$ cat config.mk
export PLATFORM = sky130hd
export DESIGN_NAME = cache_profile_framer
export DESIGN_NICKNAME = d
export VERILOG_FILES = /design/src/rtl/cache_profile_framer.sv
export SDC_FILE = /design/constraint.sdc
export NUM_CORES = 1
export LEC_CHECK = 0
export BUFFER_PORTS_ARGS = -buffer_cell sky130_fd_sc_hd__clkbuf_2
export CAP_MARGIN = 0
export CORE_MARGIN = 4
export CORE_UTILIZATION = 40
export DETAILED_ROUTE_END_ITERATION = 8
export PLACE_DENSITY = 0.65
export SETUP_SLACK_MARGIN = 0.4
export SLEW_MARGIN = 10
export SYNTH_ARGS = -nofsm -noshare
export SYNTH_HDL_FRONTEND = slang
export SYNTH_SLANG_ARGS = --single-unit
export TNS_END_PERCENT = 50
$ cat constraint.sdc
create_clock -name clk -period 5.58 [get_ports clk]
set_input_delay 1.116 -clock clk [delete_from_list [all_inputs] [get_ports clk]]
set_output_delay 1.116 -clock clk [all_outputs]
set_load 0.005 [all_outputs]
$ cat src/rtl/cache_profile_framer.sv
// cache_profile_framer
//   Captures the cache profiler's eight 32-bit snapshot counters whenever the
//   snapshot differs from the last one framed. It then emits a 35-byte frame
//   on a valid/ready byte stream:
//     SYNC_BYTE, FRAME_ID, 32 payload bytes (words 0..7, each MSB byte first),
//     checksum = (FRAME_ID + payload bytes) mod 256.
// Ports:
//   clk, rst                 clock, synchronous active-high reset
//   enable                   gates the start of new frames only
//   *_counter (x8)           profiler snapshot inputs
//   tx_data/tx_valid/tx_ready  registered byte stream to the UART transmitter
//   busy                     high while a frame is in flight
//   frames_sent              completed-frame count, wraps
module cache_profile_framer #(
  parameter logic [7:0] SYNC_BYTE = 8'hA5,
  parameter logic [7:0] FRAME_ID  = 8'h01
) (
  input  logic        clk,
  input  logic        rst,
  input  logic        enable,
  input  logic [31:0] icache_hit_counter,
  input  logic [31:0] icache_miss_counter,
  input  logic [31:0] icache_request_counter,
  input  logic [31:0] dcache_hit_counter,
  input  logic [31:0] dcache_miss_counter,
  input  logic [31:0] dcache_request_counter,
  input  logic [31:0] icache_line_fill_latency_counter,
  input  logic [31:0] dcache_line_fill_latency_counter,
  output logic [7:0]  tx_data,
  output logic        tx_valid,
  input  logic        tx_ready,
  output logic        busy,
  output logic [15:0] frames_sent
);

  typedef enum logic [2:0] {S_IDLE, S_SYNC, S_ID, S_DATA, S_CSUM} state_t;

  state_t state, state_nxt;

  // Word 0 sits in the top 32 bits, so payload byte k is element 31-k of the
  // packed byte array. That gives MSB-first word order for free.
  logic [255:0]      cur_vec;
  logic [255:0]      last_sent, last_nxt;
  logic [31:0][7:0]  snap, snap_nxt;
  logic [4:0]        byte_idx, idx_nxt;
  logic [7:0]        csum, csum_nxt, sum;
  logic [7:0]        data_nxt;
  logic              valid_nxt;
  logic [15:0]       frames_nxt;
  logic              hs;

  assign cur_vec = {icache_hit_counter, icache_miss_counter, icache_request_counter,
                    dcache_hit_counter, dcache_miss_counter, dcache_request_counter,
                    icache_line_fill_latency_counter, dcache_line_fill_latency_counter};

  assign hs   = tx_valid && tx_ready;
  assign busy = (state != S_IDLE);

  // Next-state logic. The outputs are registered, so each transition also
  // loads the byte that will be presented in the following state.
  always_comb begin
    state_nxt  = state;
    last_nxt   = last_sent;
    snap_nxt   = snap;
    idx_nxt    = byte_idx;
    csum_nxt   = csum;
    data_nxt   = tx_data;
    valid_nxt  = tx_valid;
    frames_nxt = frames_sent;
    sum        = csum + snap[5'd31 - byte_idx];
    case (state)
      S_IDLE: begin
        if (enable && (cur_vec != last_sent)) begin
          snap_nxt  = cur_vec;
          last_nxt  = cur_vec;
          state_nxt = S_SYNC;
          valid_nxt = 1'b1;
          data_nxt  = SYNC_BYTE;
        end
      end
      S_SYNC: begin
        if (hs) begin
          state_nxt = S_ID;
          data_nxt  = FRAME_ID;
          csum_nxt  = FRAME_ID;
        end
      end
      S_ID: begin
        if (hs) begin
          state_nxt = S_DATA;
          idx_nxt   = 5'd0;
          data_nxt  = snap[31];
        end
      end
      S_DATA: begin
        if (hs) begin
          csum_nxt = sum;
          if (byte_idx == 5'd31) begin
            state_nxt = S_CSUM;
            data_nxt  = sum;
          end else begin
            idx_nxt  = byte_idx + 5'd1;
            data_nxt = snap[5'd30 - byte_idx];
          end
        end
      end
      S_CSUM: begin
        if (hs) begin
          state_nxt  = S_IDLE;
          valid_nxt  = 1'b0;
          data_nxt   = 8'h00;
          frames_nxt = frames_sent + 16'd1;
        end
      end
      default: begin
        state_nxt = S_IDLE;
        valid_nxt = 1'b0;
        data_nxt  = 8'h00;
      end
    endcase
  end

  always_ff @(posedge clk) begin
    if (rst) begin
      state       <= S_IDLE;
      last_sent   <= '0;
      snap        <= '0;
      byte_idx    <= '0;
      csum        <= '0;
      tx_data     <= 8'h00;
      tx_valid    <= 1'b0;
      frames_sent <= '0;
    end else begin
      state       <= state_nxt;
      last_sent   <= last_nxt;
      snap        <= snap_nxt;
      byte_idx    <= idx_nxt;
      csum        <= csum_nxt;
      tx_data     <= data_nxt;
      tx_valid    <= valid_nxt;
      frames_sent <= frames_nxt;
    end
  end

endmodule

==> results of run 1 <==
[stage by stage]
| step | utilization [%] | total power, mW | hold slack (ps) |
|---|---|---|---|
| after floorplan | - | 3.103 | 436.2 |
| after global placement | 44.33 | 3.526 | 459.8 |
| after detailed placement | 44.33 | 3.546 | 466.9 |
| after CTS | 46.98 | 5.989 | 479.5 |
| after global routing | 46.98 | 6.155 | 491.6 |
| final | 46.98 | 5.976 | 479.5 |
[per-layer routing]
metal | GRT usage (%) | vias up
li1 | - | 6602
met1 | 38.57 | 7552
met2 | 45.67 | 849
met3 | 4.925 | 136
met4 | 12.44 | 0
met5 | 0 | -
[final cells by class]
type / instances / area [µm²] / share of cell area, %
multi-input combinational: 1246 / 11400 / 53.60
sequential: 297 / 5951 / 27.97
timing repair buffer: 321 / 1868 / 8.781
clock buffer: 52 / 1042 / 4.899
tap: 600 / 750.7 / 3.529
clock inverter: 11 / 158.9 / 0.7469
inverter: 27 / 101.3 / 0.4764
[synth_stat cells (10+ instances only)]
cell type	instances
nand4_1	27
nor2_1	301
mux2i_1	273
nor2b_1	14
xor2_1	216
xnor2_1	39
dfxtp_1	297
clkbuf_1	59
buf_12	22
nor4_1	58
a22o_1	10
a21oi_1	18
inv_1	27
mux4_2	158
o21ai_0	16
nand2_1	20
nand3_1	10
ha_1	10
buf_2	12
[kinds of logic after synthesis]
group	synth area share, %
xor+xnor	12.22
simple gates	11.20
mux	34.80
compound gates	3.239
flops	32.54
fa+ha+maj	0.7943
buf+inv	5.204
[power groups by stage]
stage	Sequential (mW)	Combinational [mW]	Clock (mW)
after floorplan	2.41	0.691	0
after global placement	2.49	1.04	0
after detailed placement	2.50	1.05	0
after CTS	2.45	1.06	2.48
after global routing	2.47	1.13	2.56
final	2.46	1.07	2.45
[worst reg2reg max path, delay by kind of cell (launching register included)]
| family | cells | cell delay, ps |
|---|---|---|
| mux | 3 | 1710 |
| xor+xnor | 2 | 410 |
| simple gates | 1 | 130 |
| compound gates | 5 | 1100 |
| flops | 1 | 800 |
| buf+inv | 1 | 100 |
| fa+ha+maj | 1 | 290 |
[registers in the layout (all words and copies together) (netlist names)]
register / cells
byte_idx: 5
tx_valid: 1
tx_data: 8
frames_sent: 16
csum: 8
state: 3
last_sent: 256
[how the worst min path moves through the flow]
stage / startpoint / end / slack, ps / cells after the start
3_3_place_gp: tx_data[2]$_SDFFE_PP0P_ / tx_data[2]$_SDFFE_PP0P_ / 460 / 1
2_1_floorplan: csum[2]$_SDFFE_PP0P_ / csum[2]$_SDFFE_PP0P_ / 440 / 2
6_report: tx_data[1]$_SDFFE_PP0P_ / tx_data[1]$_SDFFE_PP0P_ / 480 / 1
3_5_place_dp: tx_data[4]$_SDFFE_PP0P_ / tx_data[4]$_SDFFE_PP0P_ / 470 / 1
5_1_grt: tx_data[4]$_SDFFE_PP0P_ / tx_data[4]$_SDFFE_PP0P_ / 490 / 1
4_1_cts: tx_data[4]$_SDFFE_PP0P_ / tx_data[4]$_SDFFE_PP0P_ / 480 / 1
[cell usage in the layout, fill, tap and decap left out, types with 14 or more instances in the layout]
cell type    n
nor2b_1     14
nor2_1     301
nand4_1     27
clkbuf_16   37
clkbuf_2   284
xor2_1     215
buf_4       23
dfxtp_1    295
mux2i_1    273
mux4_2     158
a21oi_1     18
xnor2_1     38
inv_1       27
nor4_1      58
o21ai_0     16
nand2_1     20
==> out/metrics.cfg, run 1 <==
[worst_setup_path]
critPathBufInv = 3
end_kind = register
r2r_slack_ps = 910
cp_slowest_stage_delay_ps = 1140
cpMaxStageDelayCell = nor4_1
worstRegToRegCells = 13
crit_required_ps = 5960
r2r-end = tx_data[7]$_SDFFE_PP0P_
path_cells = clkbuf_2 -> xor2_1 -> nor4_1 -> nand4_1 -> nor4_1 -> nand4_1 -> o211ai_4 -> buf_12 -> buf_12 -> mux2i_1 -> nor2_1
start_kind = input port
path_max_fanout = 48
crit_end = last_sent[34]$_SDFFE_PP0P_
crit_type = input port to register
path_depth = 11
crit_start = dcache_line_fill_latency_counter[28]
cp.arrival_ps = 5120
crit_family = simple AND/OR/NAND/NOR gates
r2r-start = byte_idx[0]$_SDFFE_PP0P_

[cts]
cts_tree = yes
ctsHoldBuffers = 0
insertion_delay_ps = 560
clock_sinks = 297
post_cts_resized = 0
clkTransAtPathRegs_ps = 60
h-tree-depth = 2
postCtsSetupBuffers = 0
cts_made_buffers = 36
clock-root-buffer = clkbuf_16
cts_buffer_depth = 3

[yosys]
synth_fp_nets = 1947
avgSynthCellArea_um2 = 10.90
async_flop_share_pct = 0
synth_cell_types = 55
synth_flop_cell = dfxtp_1
netlist_area_um2 = 18270
ys_ff_latch = 297
yosys.area.top_type = dfxtp_1
synth.area.top_cells = dfxtp_1 (33%), mux4_2 (19%), mux2i_1 (15%)
synth_top_area_share_pct = 32.54
yosysSeqAreaShare_pct = 32.54
yosysWarningCount = 0
synth_edf_count = 0
syn_inst = 1676

[floorplan]
rows = 78
fp.dieArea_um2 = 49160
core-area_um2 = 45280
die_w_um = 221.7
start_util_pct = 40.35
die_h_um = 221.7
io_pins = 286

[timing]
setup_ws_ps = 842.0
rsz0062_at_grt = no
min_period_over_period_pct = 84.91
finalSetupViolCount = 0
finalMaxSlewViolations = 0
fin_worst_skew_ps = 23.72
tightest_slew_ps = 1364
clock.fmax_mhz = 211.1
max-slew-margin-rel_pct = 8.214
fin_crit_ps = 4738
hold_viol = 0
fin_setup_tns_ps = 0

[drt]
vias_per_cell = 5.928
ant_nets = 0
drc = 0
met1Wirelength_um = 29260
dr.max_layer_used = met4
dr.pass1.iters = 5
routed_wl_um = 72950
dr_wl_met2_um = 33460
routedWlPerCell_um = 28.56
drt_iter0_drc = 1796
vias = 15139
wl_met3_um = 6425

[placement]
place_ws_ps = 623.2
gp_congestion = 0.9878
port_buffers = 285
placed_area_um2 = 20070
dp_hpwl_um = 58700
placed_cells = 2491

[final_layout]
final_area_um2 = 21270
fillers = 4263
nNetsFinal = 2200
instances_no_fill = 2554
drive_above_1_share_pct = 28.05
area_growth_pct = 16.43
n_antenna_cell = 0

[global_route]
grt_pass1_wl_um = 102800
grt_usage_pct = 28.65
grt_overflow = 0
grt_pass1_vias = 14348
grt_max_degree = 183
antenna_found_initial = 1

[power_and_ir_drop]
p_int_mw = 4.216
p_sw_mw = 1.760
vdd_drop_max_v = 0.0002057
seq_power_share_pct = 41.1
p_per_area_nw_per_um2 = 280.9
power_frac_comb_pct = 18.0
leakage_nw = 9.664
pwr-share-clk_pct = 40.9
swShare_pct = 29.45

[outcome]
status = completed

[min_path]
min_path_type = register to register

[flow_run]
cap_violations = 0

Note: power is estimated with default switching activity, not from simulation.
==> inputs of run 2 (changes only) <==
Settings changed: ABC_AREA from default to 1, PLACE_DENSITY 0.65 to 0.64.
Clock period 5.58 ns to 4.8 ns, I/O delays scaled along.
==> run 2 against run 1 <==
Compared with the run above: non-clock buffer count shrank 3; synthesized cell count is 98% higher; worst setup slack improved by 73 ps; critical path type is now register to register; sequential power rose by 54%; critical path depth rose by 7; cell area rose by 7.2%.
==> out/metrics.cfg, run 2 <==
[placement]
gp_congestion = 0.9477
placed_area_um2 = 21580
port_buffers = 285
dp_hpwl_um = 52510

[drt]
vias = 21438
dr.pass1.iters = 6
ant_nets = 0
drt_iter0_drc = 2122
routed_wl_um = 69900
drc = 0
routedWlPerCell_um = 16.74
vias_per_cell = 5.135

[worst_setup_path]
end_kind = register
crit_type = register to register
start_kind = register
cp.arrival_ps = 4370
r2r_slack_ps = 920
r2r-start = byte_idx[0]$_SDFFE_PP0P_
r2r-end = tx_data[6]$_SDFFE_PP0P_
crit_start = byte_idx[0]$_SDFFE_PP0P_
path_max_fanout = 171
crit_end = tx_data[6]$_SDFFE_PP0P_
crit_required_ps = 5280
worstRegToRegCells = 18

[final_layout]
fillers = 5255
area_growth_pct = 13.97
nNetsFinal = 3754
final_common_cell = nand2_1
top_register = last_sent
final_cell_mix = nand2_1 (729), a21oi_1 (507), inv_1 (422), o21ai_0 (302), dfxtp_1 (295)
drive_above_1_share_pct = 11.97
largest_registers = last_sent: 256 flops, frames_sent: 16 flops
largest_reg_flops = 256
final_area_um2 = 22810

[timing]
fin_setup_tns_ps = 0
finalSetupViolCount = 0
min_period_over_period_pct = 80.93
finalMaxSlewViolations = 0
max-slew-margin-rel_pct = 38.73
rsz0062_at_grt = no
tightest_slew_ps = 913.0
clock.fmax_mhz = 257.4
hold_viol = 0
fin_worst_skew_ps = 22.28
fin_crit_ps = 3885

[global_route]
grt_pass1_wl_um = 106500
grt_overflow = 0
grt_usage_pct = 24.97
grt_pass1_vias = 19006
antenna_found_initial = 1
grt_max_degree = 172

[outcome]
status = completed

[cts]
clock_sinks = 297
post_cts_resized = 0
h-tree-depth = 2
cts_tree = yes
ctsHoldBuffers = 0
cts_made_buffers = 38
clock-root-buffer = clkbuf_16
clkTransAtPathRegs_ps = 60
cts_buffer_depth = 3
insertion_delay_ps = 570
postCtsSetupBuffers = 0

[yosys]
synth_edf_count = 0
yosysSeqAreaShare_pct = 29.71
async_flop_share_pct = 0
yosys.area.top_type = dfxtp_1
synth.area.top_cells = dfxtp_1 (30%), nand2_1 (14%), a21oi_1 (13%)
synth_flop_cell = dfxtp_1
netlist_area_um2 = 20010
synth_fp_nets = 3584
yosysMostFrequentCell = nand2_1
yosys-top-cells-count = nand2_1 (729), a21oi_1 (507), inv_1 (424)
synth_adder_area_share_pct = 0.7253
yosysWarningCount = 0
avgSynthCellArea_um2 = 6.040
syn_inst = 3313
synth_xor_area_share_pct = 5.108
synth-simple-area-share_pct = 23.31
ys_ff_latch = 297
synth_compound_area_share_pct = 27.12
synth_cell_types = 36
muxShareOfSynthArea_pct = 0
synth_top_area_share_pct = 29.71
synth_top_family_by_area = compound AO/OA/AOI/OAI gates

[power_and_ir_drop]
leakage_nw = 10.53
p_int_mw = 6.134
swShare_pct = 41.89
pwr-share-clk_pct = 27.2
vdd_drop_max_v = 0.0002362
p_sw_mw = 4.422
seq_power_share_pct = 36.0
p_per_area_nw_per_um2 = 462.8
power_frac_comb_pct = 36.8

[min_path]
min_path_type = register to register
min_path_cells = 2

[floorplan]
core-area_um2 = 49150
rows = 81
io_pins = 286
die_h_um = 231.7
die_w_um = 231.7
start_util_pct = 40.71
fp.dieArea_um2 = 53670

[flow_run]
cap_violations = 0

## run 2: routing by layer
layer  global-route usage, %  share of wire (%)  wire length (µm)  vias up
met2                   38.90                 43             30170      798
met1                   35.28                 46             31910     9456
li1                        -                  -                 -    11077
met5                       0              0.019                13        -
met4                   7.043                2.4              1669        2
met3                   4.830                8.8              6134      105
## run 2: cell type report
type / count / area, µm² / area share [%]
timing repair buffer: 318 / 1749 / 7.670
multi-input combinational: 2361 / 11290 / 49.50
sequential: 297 / 5953 / 26.10
clock buffer: 62 / 1165 / 5.108
antenna: 1 / 2.502 / 0.01097
clock inverter: 5 / 57.56 / 0.2524
inverter: 467 / 1759 / 7.713
tap: 664 / 830.8 / 3.643
## run 2: worst min path at each step
stage,startpoint,end
2_1_floorplan,csum[2]$_SDFFE_PP0P_,csum[2]$_SDFFE_PP0P_
3_3_place_gp,frames_sent[15]$_SDFFE_PP0P_,frames_sent[15]$_SDFFE_PP0P_
3_5_place_dp,frames_sent[15]$_SDFFE_PP0P_,frames_sent[15]$_SDFFE_PP0P_
4_1_cts,frames_sent[15]$_SDFFE_PP0P_,frames_sent[15]$_SDFFE_PP0P_
5_1_grt,frames_sent[15]$_SDFFE_PP0P_,frames_sent[15]$_SDFFE_PP0P_
6_report,frames_sent[15]$_SDFFE_PP0P_,frames_sent[15]$_SDFFE_PP0P_
## run 2: power groups by stage
stage / clock [mW] / sequential (mW) / combinational (mW)
6_report: 2.87 / 3.80 / 3.88
2_1_floorplan: 0 / 3.57 / 2.96
4_1_cts: 2.93 / 3.78 / 3.84
5_1_grt: 3.02 / 3.87 / 4.40
3_5_place_dp: 0 / 3.82 / 3.83
3_3_place_gp: 0 / 3.82 / 3.80
## run 2: cell families (layout without fill, tap and decap cells)
logic type,after synthesis,count (layout)
other,0,1
and+or+nand+nor,1174,1174
adders and majority gates,11,11
DFF,297,297
xor gates and xnor gates,115,115
AOI/OAI and AO/OA,1061,1061
buffers and inverters,655,852
## run 2: per-stage QoR
stage,util (%),std cells,worst slack (ps),hold slack (ps),power [mW]
after floorplan,-,3313,1569,449.7,6.528
after global placement,43.91,4107,1009,452.8,7.622
after detailed placement,43.91,4107,987.2,458.4,7.650
after CTS,46.39,4174,963.6,469.9,10.55
after global routing,46.39,4174,415.4,480.9,11.29
final,46.40,4175,915.2,466.8,10.56
## run 2: worst max-delay path: stages (launching register included)
cell	delay, ps
dfxtp_4	720
buf_12	540
o21ai_0	150
o22ai_1	290
a32o_1	180
o31ai_1	60
inv_1	70
ha_1	160
inv_1	60
fa_1	420
o21ai_0	300
nand2_1	80
nand2_1	70
a21oi_1	70
xnor2_1	180
nand2_1	80
nand3_1	80
nand3_1	70
a21oi_1	150
